==> src/rtl/tnkiii_pkg.sv <==
// Shared definitions for the TNK-III video register write path:
// register addresses, FSM state type and the address-to-strobe decode.
package tnkiii_pkg;

    localparam logic [2:0] REG_MSB  = 3'd0;
    localparam logic [2:0] REG_FSY  = 3'd1;
    localparam logic [2:0] REG_FSX  = 3'd2;
    localparam logic [2:0] REG_BSY  = 3'd3;
    localparam logic [2:0] REG_BSX  = 3'd4;
    localparam logic [2:0] REG_COIN = 3'd5;

    localparam int unsigned NUM_STROBES = 6;

    typedef enum logic [1:0] {
        ST_IDLE   = 2'd0,
        ST_SETUP  = 2'd1,
        ST_STROBE = 2'd2,
        ST_ACK    = 2'd3
    } regwr_state_e;

    typedef enum logic {
        OWNER_A = 1'b0,
        OWNER_B = 1'b1
    } owner_e;

    // One-hot write-enable for a register address; addresses 6 and 7 select nothing.
    function automatic logic [NUM_STROBES-1:0] decode_strobe(input logic [2:0] addr);
        logic [NUM_STROBES-1:0] onehot;
        onehot = '0;
        case (addr)
            REG_MSB:  onehot[0] = 1'b1;
            REG_FSY:  onehot[1] = 1'b1;
            REG_FSX:  onehot[2] = 1'b1;
            REG_BSY:  onehot[3] = 1'b1;
            REG_BSX:  onehot[4] = 1'b1;
            REG_COIN: onehot[5] = 1'b1;
            default:  onehot = '0;
        endcase
        return onehot;
    endfunction

endpackage

==> src/rtl/tnkiii_rr_arb2.sv <==
// Two-way grant unit: round-robin between A and B, or fixed priority to A.
module tnkiii_rr_arb2
    import tnkiii_pkg::*;
#(
    parameter bit RR_EN = 1'b1
) (
    input  logic clk,
    input  logic rst_n,
    input  logic req_a,
    input  logic req_b,
    input  logic take,
    output logic gnt_a,
    output logic gnt_b
);

    logic favour_b;

    // Pick a winner; on a tie the pointer decides in round-robin mode, A wins otherwise.
    always_comb begin
        gnt_a = 1'b0;
        gnt_b = 1'b0;
        if (req_a && req_b) begin
            if (RR_EN && favour_b) begin
                gnt_b = 1'b1;
            end else begin
                gnt_a = 1'b1;
            end
        end else begin
            gnt_a = req_a;
            gnt_b = req_b;
        end
    end

    // Pointer moves only when a grant is actually taken, favouring the other side next time.
    always_ff @(posedge clk or negedge rst_n) begin
        if (!rst_n) begin
            favour_b <= 1'b0;
        end else if (take && (gnt_a || gnt_b)) begin
            favour_b <= gnt_a;
        end
    end

endmodule

==> src/rtl/tnkiii_regwr_arbiter.sv <==
// Arbitrates main-CPU (A) and sub-CPU (B) register writes onto the video
// register bank: data is presented one cycle ahead of a single write strobe.
module tnkiii_regwr_arbiter
    import tnkiii_pkg::*;
#(
    parameter bit RR_EN = 1'b1
) (
    input  logic       clk,
    input  logic       VIDEO_RSTn,
    input  logic       A_REQ,
    input  logic [2:0] A_ADDR,
    input  logic [7:0] A_DATA,
    output logic       A_ACK,
    input  logic       B_REQ,
    input  logic [2:0] B_ADDR,
    input  logic [7:0] B_DATA,
    output logic       B_ACK,
    output logic [7:0] VD_out,
    output logic       MSB,
    output logic       FSY,
    output logic       FSX,
    output logic       BSY,
    output logic       BSX,
    output logic       COIN_COUNTERS,
    output logic       BUSY
);

    logic                   rst_sync_n;
    regwr_state_e           state;
    regwr_state_e           state_nxt;
    owner_e                 owner;
    logic [2:0]             hold_addr;
    logic [7:0]             hold_data;
    logic [NUM_STROBES-1:0] strobe_q;
    logic                   req_a_ok;
    logic                   req_b_ok;
    logic                   gnt_a;
    logic                   gnt_b;
    logic                   take;
    logic                   grant;
    logic                   owner_req;

    // Reset asserts immediately but releases on a clock edge, so the FSM leaves reset cleanly.
    always_ff @(posedge clk or negedge VIDEO_RSTn) begin
        if (!VIDEO_RSTn) begin
            rst_sync_n <= 1'b0;
        end else begin
            rst_sync_n <= 1'b1;
        end
    end

    assign req_a_ok  = A_REQ && !A_ACK;
    assign req_b_ok  = B_REQ && !B_ACK;
    assign take      = (state == ST_IDLE);
    assign grant     = take && (gnt_a || gnt_b);
    assign owner_req = (owner == OWNER_B) ? B_REQ : A_REQ;

    tnkiii_rr_arb2 #(
        .RR_EN (RR_EN)
    ) u_arb (
        .clk   (clk),
        .rst_n (rst_sync_n),
        .req_a (req_a_ok),
        .req_b (req_b_ok),
        .take  (take),
        .gnt_a (gnt_a),
        .gnt_b (gnt_b)
    );

    // State register.
    always_ff @(posedge clk or negedge rst_sync_n) begin
        if (!rst_sync_n) begin
            state <= ST_IDLE;
        end else begin
            state <= state_nxt;
        end
    end

    // Next state: fixed SETUP/STROBE sequence, then hold ACK until the owner drops its request.
    always_comb begin
        state_nxt = state;
        case (state)
            ST_IDLE:   if (grant) state_nxt = ST_SETUP;
            ST_SETUP:  state_nxt = ST_STROBE;
            ST_STROBE: state_nxt = ST_ACK;
            ST_ACK:    if (!owner_req) state_nxt = ST_IDLE;
            default:   state_nxt = ST_IDLE;
        endcase
    end

    // Capture the winner's address and data at grant; later bus changes are ignored.
    always_ff @(posedge clk or negedge rst_sync_n) begin
        if (!rst_sync_n) begin
            owner     <= OWNER_A;
            hold_addr <= '0;
            hold_data <= '0;
        end else if (grant) begin
            owner     <= gnt_b ? OWNER_B : OWNER_A;
            hold_addr <= gnt_b ? B_ADDR : A_ADDR;
            hold_data <= gnt_b ? B_DATA : A_DATA;
        end
    end

    // Strobe fires in the cycle after SETUP, decoded from the held address only.
    always_ff @(posedge clk or negedge rst_sync_n) begin
        if (!rst_sync_n) begin
            strobe_q <= '0;
        end else if (state == ST_SETUP) begin
            strobe_q <= decode_strobe(hold_addr);
        end else begin
            strobe_q <= '0;
        end
    end

    assign VD_out        = hold_data;
    assign MSB           = strobe_q[0];
    assign FSY           = strobe_q[1];
    assign FSX           = strobe_q[2];
    assign BSY           = strobe_q[3];
    assign BSX           = strobe_q[4];
    assign COIN_COUNTERS = strobe_q[5];
    assign A_ACK         = (state == ST_ACK) && (owner == OWNER_A);
    assign B_ACK         = (state == ST_ACK) && (owner == OWNER_B);
    assign BUSY          = (state != ST_IDLE);

endmodule

==> config.mk <==
export PLATFORM = sky130hd
export DESIGN_NAME = tnkiii_regwr_arbiter
export DESIGN_NICKNAME = d
export VERILOG_FILES = /design/src/rtl/tnkiii_pkg.sv /design/src/rtl/tnkiii_rr_arb2.sv /design/src/rtl/tnkiii_regwr_arbiter.sv
export SDC_FILE = /design/constraint.sdc
export NUM_CORES = 1
export LEC_CHECK = 0
export BUFFER_PORTS_ARGS = -buffer_cell sky130_fd_sc_hd__buf_2
export CORE_MARGIN = 3
export CORE_UTILIZATION = 40
export CTS_CLUSTER_SIZE = 8
export DETAILED_ROUTE_END_ITERATION = 8
export PLACE_DENSITY_LB_ADDON = 0.1
export SLEW_MARGIN = 5
export SYNTH_ARGS = -nofsm -noshare
export SYNTH_HDL_FRONTEND = slang
export SYNTH_HIERARCHICAL = 1
export SYNTH_SLANG_ARGS = --single-unit
==> constraint.sdc <==
create_clock -name clk -period 1.4 [get_ports clk]
set_input_delay 0.28 -clock clk [delete_from_list [all_inputs] [get_ports clk]]
set_output_delay 0.28 -clock clk [all_outputs]
set_load 0.05 [all_outputs]
==> results of run 1 <==
layout by cell type (no fill, tap or decap), drive strengths merged:
| master | n |
|---|---|
| a22o | 1 |
| a22oi | 1 |
| buf | 63 |
| ha | 5 |
| conb | 1 |
| mux2 | 2 |
| dfrtp | 22 |
| a21boi | 2 |
| o21ai | 13 |
| and4b | 1 |
| nor2 | 4 |
| nor3 | 2 |
| a21oi | 1 |
| a31oi | 1 |
| nand2b | 2 |
| nor3b | 1 |
| dlygate4sd3 | 1 |
| nand2 | 14 |
| mux2i | 11 |
| and2b | 1 |
| a2bb2oi | 1 |
| nor2b | 2 |
| clkbuf | 3 |
| inv | 4 |
| and2 | 1 |
repair_timing:
| item | 4_1_cts | 5_1_grt |
|---|---|---|
| gates cloned | 0 | 1 |
| endpoints found under the hold margin | 1 | 0 |
| resized for setup | 20 | 20 |
| setup endpoints to repair | 17 | 20 |
| hold buffers | 1 | 0 |
| pin swaps | 3 | 7 |
| buffers inserted | 7 | 3 |
power breakdown:
part / total, µW / internal [µW] / switching, µW
Combinational: 2570 / 1120 / 1450
Clock: 286 / 100 / 186
Sequential: 1060 / 878 / 179
registers in the layout, summed over array words and instances (netlist names):
| name | cells |
|---|---|
| VD_out | 8 |
| hold_addr | 3 |
| owner | 1 |
| rst_sync_n | 1 |
| state | 2 |
| strobe_q | 6 |
| u_arb/favour_b | 1 |
worst min-delay path by stage:
stage | from | end | slack (ns) | cells past startpoint
4_1_cts | rst_sync_n$_DFF_PN0_ | state[1]$_DFFE_PN0P_ | 0.23 | 1
3_3_place_gp | VIDEO_RSTn | rst_sync_n$_DFF_PN0_ | 0.05 | 1
3_5_place_dp | VIDEO_RSTn | rst_sync_n$_DFF_PN0_ | 0.06 | 1
6_report | rst_sync_n$_DFF_PN0_ | hold_addr[1]$_DFFE_PN0P_ | 0.21 | 1
2_1_floorplan | VIDEO_RSTn | rst_sync_n$_DFF_PN0_ | -0.02 | 0
5_1_grt | VIDEO_RSTn | rst_sync_n$_DFF_PN0_ | 0.25 | 2
kinds of logic after synthesis:
| kind of cell | after synthesis |
|---|---|
| AO/OA/AOI/OAI | 19 |
| other | 1 |
| buffers and inverters | 8 |
| adder cells (fa/ha/maj) | 5 |
| AND/OR/NAND/NOR | 28 |
| flip-flops | 22 |
| multiplexers | 13 |
layer usage:
layer	GRT usage [%]	vias up	wire, µm
li1	-	456	-
met1	17.84	415	1017
met2	24.84	28	1206
met3	2.227	2	147
met4	7.947	0	27
met5	0	-	0
layout make-up:
class / count / area share, %
flip-flops and latches: 22 / 33.23
repair buffers: 64 / 25.53
multi-input cells: 67 / 36.40
clock buffers: 3 / 1.360
well taps: 30 / 2.266
inverters: 4 / 1.208
critical path, stage by stage (launching register included):
cell and delay, ns:
dfrtp_1 0.43, ha_4 0.18, and2_4 0.16, nor2b_4 0.11, a21boi_4 0.32, nor2_4 0.08
a22oi_4 0.19, mux2_4 0.32
stage by stage:
| step | hold slack, ns | setup TNS (ns) | util, % | setup WS [ns] | instance area (µm²) |
|---|---|---|---|---|---|
| finish | 0.2135 | -5.898 | 66.27 | -0.4849 | 1657 |
| global route | 0.2452 | -7.627 | 66.27 | -0.5507 | 1657 |
| CTS | 0.2319 | -6.152 | 62.76 | -0.4394 | 1569 |
| detailed placement | 0.05605 | -6.949 | 56.56 | -0.5532 | 1414 |
| global placement | 0.05459 | -6.420 | 56.56 | -0.5043 | 1414 |
| floorplan | -0.01559 | -5.434 | - | -0.4920 | 1125 |
==> flow_metrics.env, run 1 <==
export IMPL_status="complete, but fails checks"
export IMPL_failed_checks="negative setup slack"
export IMPL_drt_iter0_drc=19
export IMPL_fmax_mhz=530.5
export IMPL_critical_path_reg2reg_startpoint="state[0]$_DFFE_PN0P_"
export IMPL_root_buffer="clkbuf_4"
export IMPL_max_cap_viol_count=0
export IMPL_finClkSkew_ns=0.003528
export IMPL_die_x_um=57.63
export IMPL_critPathLaunchType="register"
export IMPL_startpoint="state[0]$_DFFE_PN0P_"
export IMPL_multi_input_area_um2=603.1
export IMPL_drive_above_1_share_pct=55.00
export IMPL_rsz0062_at_grt="true"
export IMPL_hold_viol=0
export IMPL_layout_cells_non_filler=190
export IMPL_period_share_pct=134.6
export IMPL_worstPathMaxFanout=5
export IMPL_clock_sinks=22
export IMPL_cts_htree_levels=1
export IMPL_synth_area_mux_share_pct=13.15
export IMPL_crit_end="state[1]$_DFFE_PN0P_"
export IMPL_synth_top_family_by_area="multiplexers"
export IMPL_row_count=18
export IMPL_peakVddDrop_uv=1463
export IMPL_cp_required_ns=1.60
export IMPL_hold_path_class="register to asynchronous set/reset pin"
export IMPL_syn_avg_cell_area_um2=11.10
export IMPL_yosysMostFrequentCell="dfrtp_1"
export IMPL_start_util_pct=42.64
export IMPL_cts_path_max_buffers=2
export IMPL_p_leak_uw=0.0008686
export IMPL_dp_hpwl_um=1650
export IMPL_fin_crit_ns=1.885
export IMPL_die_h_um=57.63
export IMPL_nNetsFinal=193
export IMPL_finalPower_uw=3914
export IMPL_worstSkewPairLatency_ns=0.30
export IMPL_post_route_drc_count=0
export IMPL_synth_area_leaders="dfrtp_1 52%, mux2i_1 10%, ha_1 5.9%, nand2_1 4.9%, o21ai_0 4.7%"
export IMPL_powerDensity_nw_per_um2=2363
export IMPL_route_vias_total=901
export IMPL_worstRegToRegCells=7
export IMPL_timing_rr_end="state[1]$_DFFE_PN0P_"
export IMPL_clk_pin_slew_worst_paths_ns=0.12
export IMPL_yosys_warnings=6
export IMPL_dieArea_um2=3321
export IMPL_io_buffers=42
export IMPL_synth_cells=96
export IMPL_cts_tree="done"
export IMPL_regArea_um2=550.5
export IMPL_synthAdderAreaFrac_pct=5.869
export IMPL_first_global_vias=885
export IMPL_ys_ff_latch=22
export IMPL_grt_max_degree=23
export IMPL_synthSimpleGateAreaFrac_pct=13.03
export IMPL_diodes=0
export IMPL_wl_per_cell_um=12.63
export IMPL_vias_per_cell=4.742
export IMPL_syn_num_nets=127
export IMPL_worstPathArrival_ns=2.08
export IMPL_synthXorXnorAreaFrac_pct=0
export IMPL_numCtsBuffers=3
export IMPL_area_growth_synth_to_final_pct=55.40
export IMPL_syn_cell_area_um2=1066
export IMPL_io_pins=43
export IMPL_fillerInstances=196
export IMPL_antenna_found_initial=0
export IMPL_yosysTopAreaCell="dfrtp_1"
export IMPL_synth_cell_type_count=28
export IMPL_synthFlopType="dfrtp_1"
export IMPL_setup_viol=17
export IMPL_crit_type="register to register"
export IMPL_seq_area_frac_synth_pct=51.64
export IMPL_synth_top_cells_by_count="22 x dfrtp_1, 14 x nand2_1, 11 x mux2i_1"
export IMPL_firstDrtPassIters=4
export IMPL_globalRouteTotalUtil_pct=14.65
export IMPL_r2r_slack_ns=-0.48
export IMPL_drv_slew=0
export IMPL_synth_compound_area_share_pct=12.21
export IMPL_synth_edf_count=0
export IMPL_totalWireLength_um=2399
export IMPL_dp_cells=175
export IMPL_finalWorstSetupSlack_ns=-0.4849
export IMPL_gp_congestion=0.7392
export IMPL_post_synth_top_area_fraction_pct=51.64
export IMPL_grt_overflow=0
export IMPL_cp_end_kind="register"
export IMPL_core_area_um2=2500
export IMPL_synth_async_reset_ratio_pct=100.0
export IMPL_drtAntennaViolNets=0
export IMPL_grt_pass1_wl_um=3719
No activity file was read; power rests on OpenSTA's default activity.
==> run 2: changes to the inputs <==
--- a/config.mk
+++ b/config.mk
@@ -6,8 +6,8 @@
 export NUM_CORES = 1
 export LEC_CHECK = 0
 export BUFFER_PORTS_ARGS = -buffer_cell sky130_fd_sc_hd__buf_2
-export CORE_MARGIN = 3
-export CORE_UTILIZATION = 40
+export CORE_MARGIN = 4
+export CORE_UTILIZATION = 30
 export CTS_CLUSTER_SIZE = 8
 export DETAILED_ROUTE_END_ITERATION = 8
 export PLACE_DENSITY_LB_ADDON = 0.1
==> run 2 against run 1 <==
  * The run still ends with negative setup slack left
  * First-iteration DRC count is 21% lower
  * Wire length rose by 5.3%
  * Combinational power grew 8.2%
  * Via count is 2.3% higher
  * Critical path type unchanged
==> flow_metrics.env, run 2 (synthesized netlist as in run 1, its figures left out) <==
export IMPL_io_buffers=42
export IMPL_start_util_pct=31.45
export IMPL_wl_per_cell_um=12.02
export IMPL_cts_tree="done"
export IMPL_row_count=21
export IMPL_diodes=0
export IMPL_met1Wirelength_um=1014
export IMPL_utilization_pct=53.23
export IMPL_globalRouteTotalUtil_pct=11.34
export IMPL_hold_viol=0
export IMPL_failed_checks="negative setup slack"
export IMPL_nNetsFinal=196
export IMPL_fillerInstances=307
export IMPL_numCtsBuffers=3
export IMPL_root_buffer="clkbuf_4"
export IMPL_layout_commonest_cell="buf_2"
export IMPL_drive_above_1_share_pct=59.15
export IMPL_core_area_um2=3390
export IMPL_dp_hpwl_um=1830
export IMPL_rsz0062_at_grt="true"
export IMPL_worstPathMaxFanout=5
export IMPL_firstDrtPassIters=3
export IMPL_wl_met2_um=1305
export IMPL_dr_wl_met3_um=174
export IMPL_io_pins=43
export IMPL_crit_type="register to register"
export IMPL_critical_path_slowest_cell="dfrtp_1"
export IMPL_startpoint="state[0]$_DFFE_PN0P_"
export IMPL_peakVddDrop_uv=1203
export IMPL_gp_congestion=0.8060
export IMPL_powerDensity_nw_per_um2=2401
export IMPL_hold_path_class="register to asynchronous set/reset pin"
export IMPL_cp_end_kind="register"
export IMPL_drtAntennaViolNets=0
export IMPL_post_route_drc_count=0
export IMPL_setup_viol=18
export IMPL_die_h_um=67.61
export IMPL_grt_max_degree=22
export IMPL_critPathLaunchType="register"
export IMPL_finClkSkew_ns=0.004524
export IMPL_cp_required_ns=1.61
export IMPL_area_growth_synth_to_final_pct=69.25
export IMPL_first_global_vias=845
export IMPL_max_cap_viol_count=0
export IMPL_vias_per_cell=4.390
export IMPL_period_share_pct=130.7
export IMPL_totalWireLength_um=2525
export IMPL_grt_overflow=0
export IMPL_p_leak_uw=0.0009225
export IMPL_status="complete, but fails checks"
export IMPL_slowest_delay_ns=0.44
export IMPL_top_layer="met4"
export IMPL_mostFrequentLayoutCells="39 x buf_2, 22 x dfrtp_1, 16 x buf_4"
export IMPL_worstSkewPairLatency_ns=0.30
export IMPL_die_x_um=67.61
export IMPL_r2r_slack_ns=-0.43
export IMPL_crit_chain="ha_4, and2_4, nor2b_4, a21boi_4, buf_6, buf_12, mux2i_2, o21ai_1"
export IMPL_clock_sinks=22
export IMPL_grt_pass1_wl_um=3836
export IMPL_critical_path_reg2reg_startpoint="state[0]$_DFFE_PN0P_"
export IMPL_dieArea_um2=4571
export IMPL_route_vias_total=922
export IMPL_cts_htree_levels=1
export IMPL_finalPower_uw=4332
export IMPL_finalWorstSetupSlack_ns=-0.4293
export IMPL_largest_reg_flops=8
export IMPL_drv_slew=0
export IMPL_fmax_mhz=546.7
export IMPL_worstPathArrival_ns=2.04
export IMPL_cts_path_max_buffers=2
export IMPL_fin_crit_ns=1.829
export IMPL_clk_pin_slew_worst_paths_ns=0.12
export IMPL_antenna_found_initial=0
export IMPL_drt_iter0_drc=15
## run 2: final timing paths
path | end | depth (start not counted)
worst min register to register | hold_addr[0]$_DFFE_PN0P_ | 1
worst max register to register | hold_addr[2]$_DFFE_PN0P_ | 8
min in group clk | VD_out[1]$_DFFE_PN0P_ | 3
worst max-delay path | hold_addr[2]$_DFFE_PN0P_ | 8
max in group asynchronous | strobe_q[3]$_DFF_PN0_ | 1
worst min-delay path | hold_addr[0]$_DFFE_PN0P_ | 1
## run 2: final cells by class
class	count	area, µm²	share of cell area (%)
multi-input cells	66	621.8	34.47
flip-flops and latches	22	550.5	30.51
repair buffers	68	501.7	27.81
well taps	46	57.56	3.190
clock inverters	1	30.03	1.664
clock buffers	3	22.52	1.248
inverters	4	20.02	1.110
## run 2: power by group
group	leakage, µW	switching [µW]	internal [µW]	total (µW)
logic	0.000616	1500	1280	2780
clock network	0.0000279	193	289	482
registers	0.000278	189	878	1070
total	0.000923	1890	2440	4330
## run 2: repair_timing
| action | 4_1_cts | 5_1_grt |
|---|---|---|
| hold buffers | 1 | 0 |
| pin swaps | 5 | 3 |
| cloned | 1 | 1 |
| endpoints found under the hold margin | 1 | 0 |
| resized for setup | 20 | 28 |
| endpoints found under the setup margin | 17 | 19 |
| buffers inserted | 3 | 6 |
## run 2: critical path: cells and delay by family, from the launching register on
kind | cells | cell delay [ns]
buffers and inverters | 2 | 0.29
AND/OR/NAND/NOR | 2 | 0.26
flip-flops | 1 | 0.44
multiplexers | 1 | 0.22
adder cells (fa/ha/maj) | 1 | 0.18
AO/OA/AOI/OAI | 2 | 0.33
## run 2: through the flow
step | std cells | TNS, ns | setup WS (ns) | hold slack, ns | instance area (µm²)
detailed placement | 194 | -5.881 | -0.4827 | 0.05854 | 1469
CTS | 203 | -5.718 | -0.4148 | 0.2275 | 1650
floorplan | 96 | -5.434 | -0.4920 | -0.01559 | 1125
global route | 210 | -7.640 | -0.5081 | 0.2307 | 1804
global placement | 194 | -5.139 | -0.4338 | 0.05427 | 1469
finish | 210 | -6.162 | -0.4293 | 0.2176 | 1804
## run 2: routing by layer
metal / vias up / GRT usage [%]
met5: - / 0
met4: 0 / 3.797
met3: 2 / 2.829
met2: 26 / 20.05
met1: 433 / 13.20
li1: 461 / -
==> run 3: changes to the inputs <==
--- a/config.mk
+++ b/config.mk
@@ -7,7 +7,7 @@
 export LEC_CHECK = 0
 export BUFFER_PORTS_ARGS = -buffer_cell sky130_fd_sc_hd__buf_2
 export CORE_MARGIN = 4
-export CORE_UTILIZATION = 30
+export CORE_UTILIZATION = 47
 export CTS_CLUSTER_SIZE = 8
 export DETAILED_ROUTE_END_ITERATION = 8
 export PLACE_DENSITY_LB_ADDON = 0.1
==> run 3 against run 2 <==
  * The run still ends with negative setup slack left
  * Combinational power down 6%
  * First-iteration DRC count unchanged
  * Die area down 32%
  * Core utilization up 27 points
  * Critical path type unchanged
==> flow_metrics.env, run 3 (synthesized netlist as in run 1, its figures left out) <==
export IMPL_status="complete, but fails checks"
export IMPL_failed_checks="negative setup slack"
export IMPL_root_buffer="clkbuf_4"
export IMPL_grt_overflow=0
export IMPL_drv_slew=0
export IMPL_hold_viol=0
export IMPL_peakVddDrop_uv=1670
export IMPL_clock_sinks=22
export IMPL_placed_area_um2=1403
export IMPL_layout_commonest_cell="buf_2"
export IMPL_vias_per_cell=5.120
export IMPL_tns_ns=-6.773
export IMPL_fmax_mhz=520.0
export IMPL_cts_path_max_buffers=2
export IMPL_grt_pass1_wl_um=4602
export IMPL_row_count=16
export IMPL_globalRouteTotalUtil_pct=18.88
export IMPL_area_growth_synth_to_final_pct=55.05
export IMPL_cp_end_kind="register"
export IMPL_worstMarginPinSlew_ns=0.5282
export IMPL_rsz0062_at_grt="true"
export IMPL_finalWorstSetupSlack_ns=-0.5230
export IMPL_period_share_pct=137.4
export IMPL_nNetsFinal=189
export IMPL_p_leak_uw=0.0008648
export IMPL_dp_cells=171
export IMPL_largest_reg_flops=8
export IMPL_dp_hpwl_um=1860
export IMPL_die_x_um=55.63
export IMPL_antenna_found_initial=0
export IMPL_wl_per_cell_um=16.29
export IMPL_start_util_pct=51.70
export IMPL_worstPathMaxFanout=3
export IMPL_totalWireLength_um=2997
export IMPL_finalInstanceArea_um2=1653
export IMPL_post_route_drc_count=0
export IMPL_crit_type="register to register"
export IMPL_cts_htree_levels=1
export IMPL_firstDrtPassIters=4
export IMPL_dp_slack_ns=-0.6049
export IMPL_finClkSkew_ns=0.008466
export IMPL_io_pins=43
export IMPL_grt_max_degree=23
export IMPL_gp_congestion=0.7642
export IMPL_dieArea_um2=3094
export IMPL_route_vias_total=942
export IMPL_core_area_um2=2062
export IMPL_numCtsBuffers=3
export IMPL_drt_iter0_drc=15
export IMPL_layout_cells_non_filler=184
export IMPL_mostFrequentLayoutCells="39 x buf_2, 22 x dfrtp_1, 15 x buf_4"
export IMPL_worstSkewPairLatency_ns=0.31
export IMPL_io_buffers=42
export IMPL_first_global_vias=1024
export IMPL_clk_pin_slew_worst_paths_ns=0.14
export IMPL_drive_above_1_share_pct=56.05
export IMPL_critPathLaunchType="register"
export IMPL_cts_tree="done"
export IMPL_relSlewSlack_pct=64.66
export IMPL_fillerInstances=123
export IMPL_fin_crit_ns=1.923
export IMPL_worstPathArrival_ns=2.13
export IMPL_cp_required_ns=1.60
export IMPL_max_cap_viol_count=0
export IMPL_setup_viol=17
export IMPL_hold_path_class="register to asynchronous set/reset pin"
export IMPL_die_h_um=55.63
export IMPL_powerDensity_nw_per_um2=2533
export IMPL_diodes=0
export IMPL_drtAntennaViolNets=0
==> run 3: changes by cell type in the layout (fill, tap and decap cells not counted), sizes merged <==
cell	previous run	this run
buf	67	60
==> run 3: cell type report <==
type                       instances  area, µm²  share of cell area, %
inverter                           4      25.02                  1.514
clock buffer                       3      22.52                  1.363
sequential                        22      550.5                  33.31
multi-input combinational         66      598.1                  36.18
clock inverter                     1      30.03                  1.817
tap                               27      33.78                  2.044
timing repair buffer              61      392.9                  23.77
==> run 3: final timing paths <==
path	from	endpoint	slack, ns	cells past startpoint
hold reg to reg	rst_sync_n$_DFF_PN0_	VD_out[7]$_DFFE_PN0P_	0.21	1
hold / removal	rst_sync_n$_DFF_PN0_	VD_out[7]$_DFFE_PN0P_	0.21	1
max in group asynchronous	rst_sync_n$_DFF_PN0_	VD_out[0]$_DFFE_PN0P_	0.97	1
setup reg to reg	state[1]$_DFFE_PN0P_	state[1]$_DFFE_PN0P_	-0.52	7
setup / recovery	state[1]$_DFFE_PN0P_	state[1]$_DFFE_PN0P_	-0.52	7
min in group clk	A_DATA[2]	VD_out[2]$_DFFE_PN0P_	0.22	3
==> run 3: repair_timing <==
action / CTS / global route
pin swaps: 2 / 4
resized for setup: 23 / 15
hold endpoints to repair: 1 / 0
buffers inserted: 4 / 5
hold buffers: 1 / 0
cloned: 0 / 0
endpoints found under the setup margin: 17 / 19
==> run 3: report_power, final <==
part | leakage (µW) | total [µW] | switching [µW] | internal, µW
registers | 0.000278 | 1080 | 205 | 879
logic | 0.000559 | 2610 | 1530 | 1080
clock network | 0.0000279 | 495 | 206 | 289
total | 0.000865 | 4190 | 1940 | 2250
==> run 3: per-layer routing <==
metal	up-vias	share of wire [%]	global-route usage (%)
li1	446	-	-
met1	450	36	19.18
met4	0	2.2	11.11
met2	38	56	35.14
met3	8	5.4	3.712
met5	-	0	0
==> run 3: critical path, cell delays in order, from the launching register on <==
cell and delay (ns):
dfrtp_1 0.44, ha_4 0.19, and2b_4 0.18, nor2b_4 0.17
a21boi_4 0.28, nor2_4 0.06, a22oi_4 0.19, mux2_4 0.32
==> run 3: metrics by stage <==
step                      hold WS [ns]  power, µW  util, %
after floorplan               -0.01559       2593        -
after global placement         0.05381       3014    68.02
after detailed placement       0.05540       3100    68.02
after CTS                       0.2217       3879    75.91
after global routing            0.2229       4410    80.16
final                           0.2149       4187    80.16
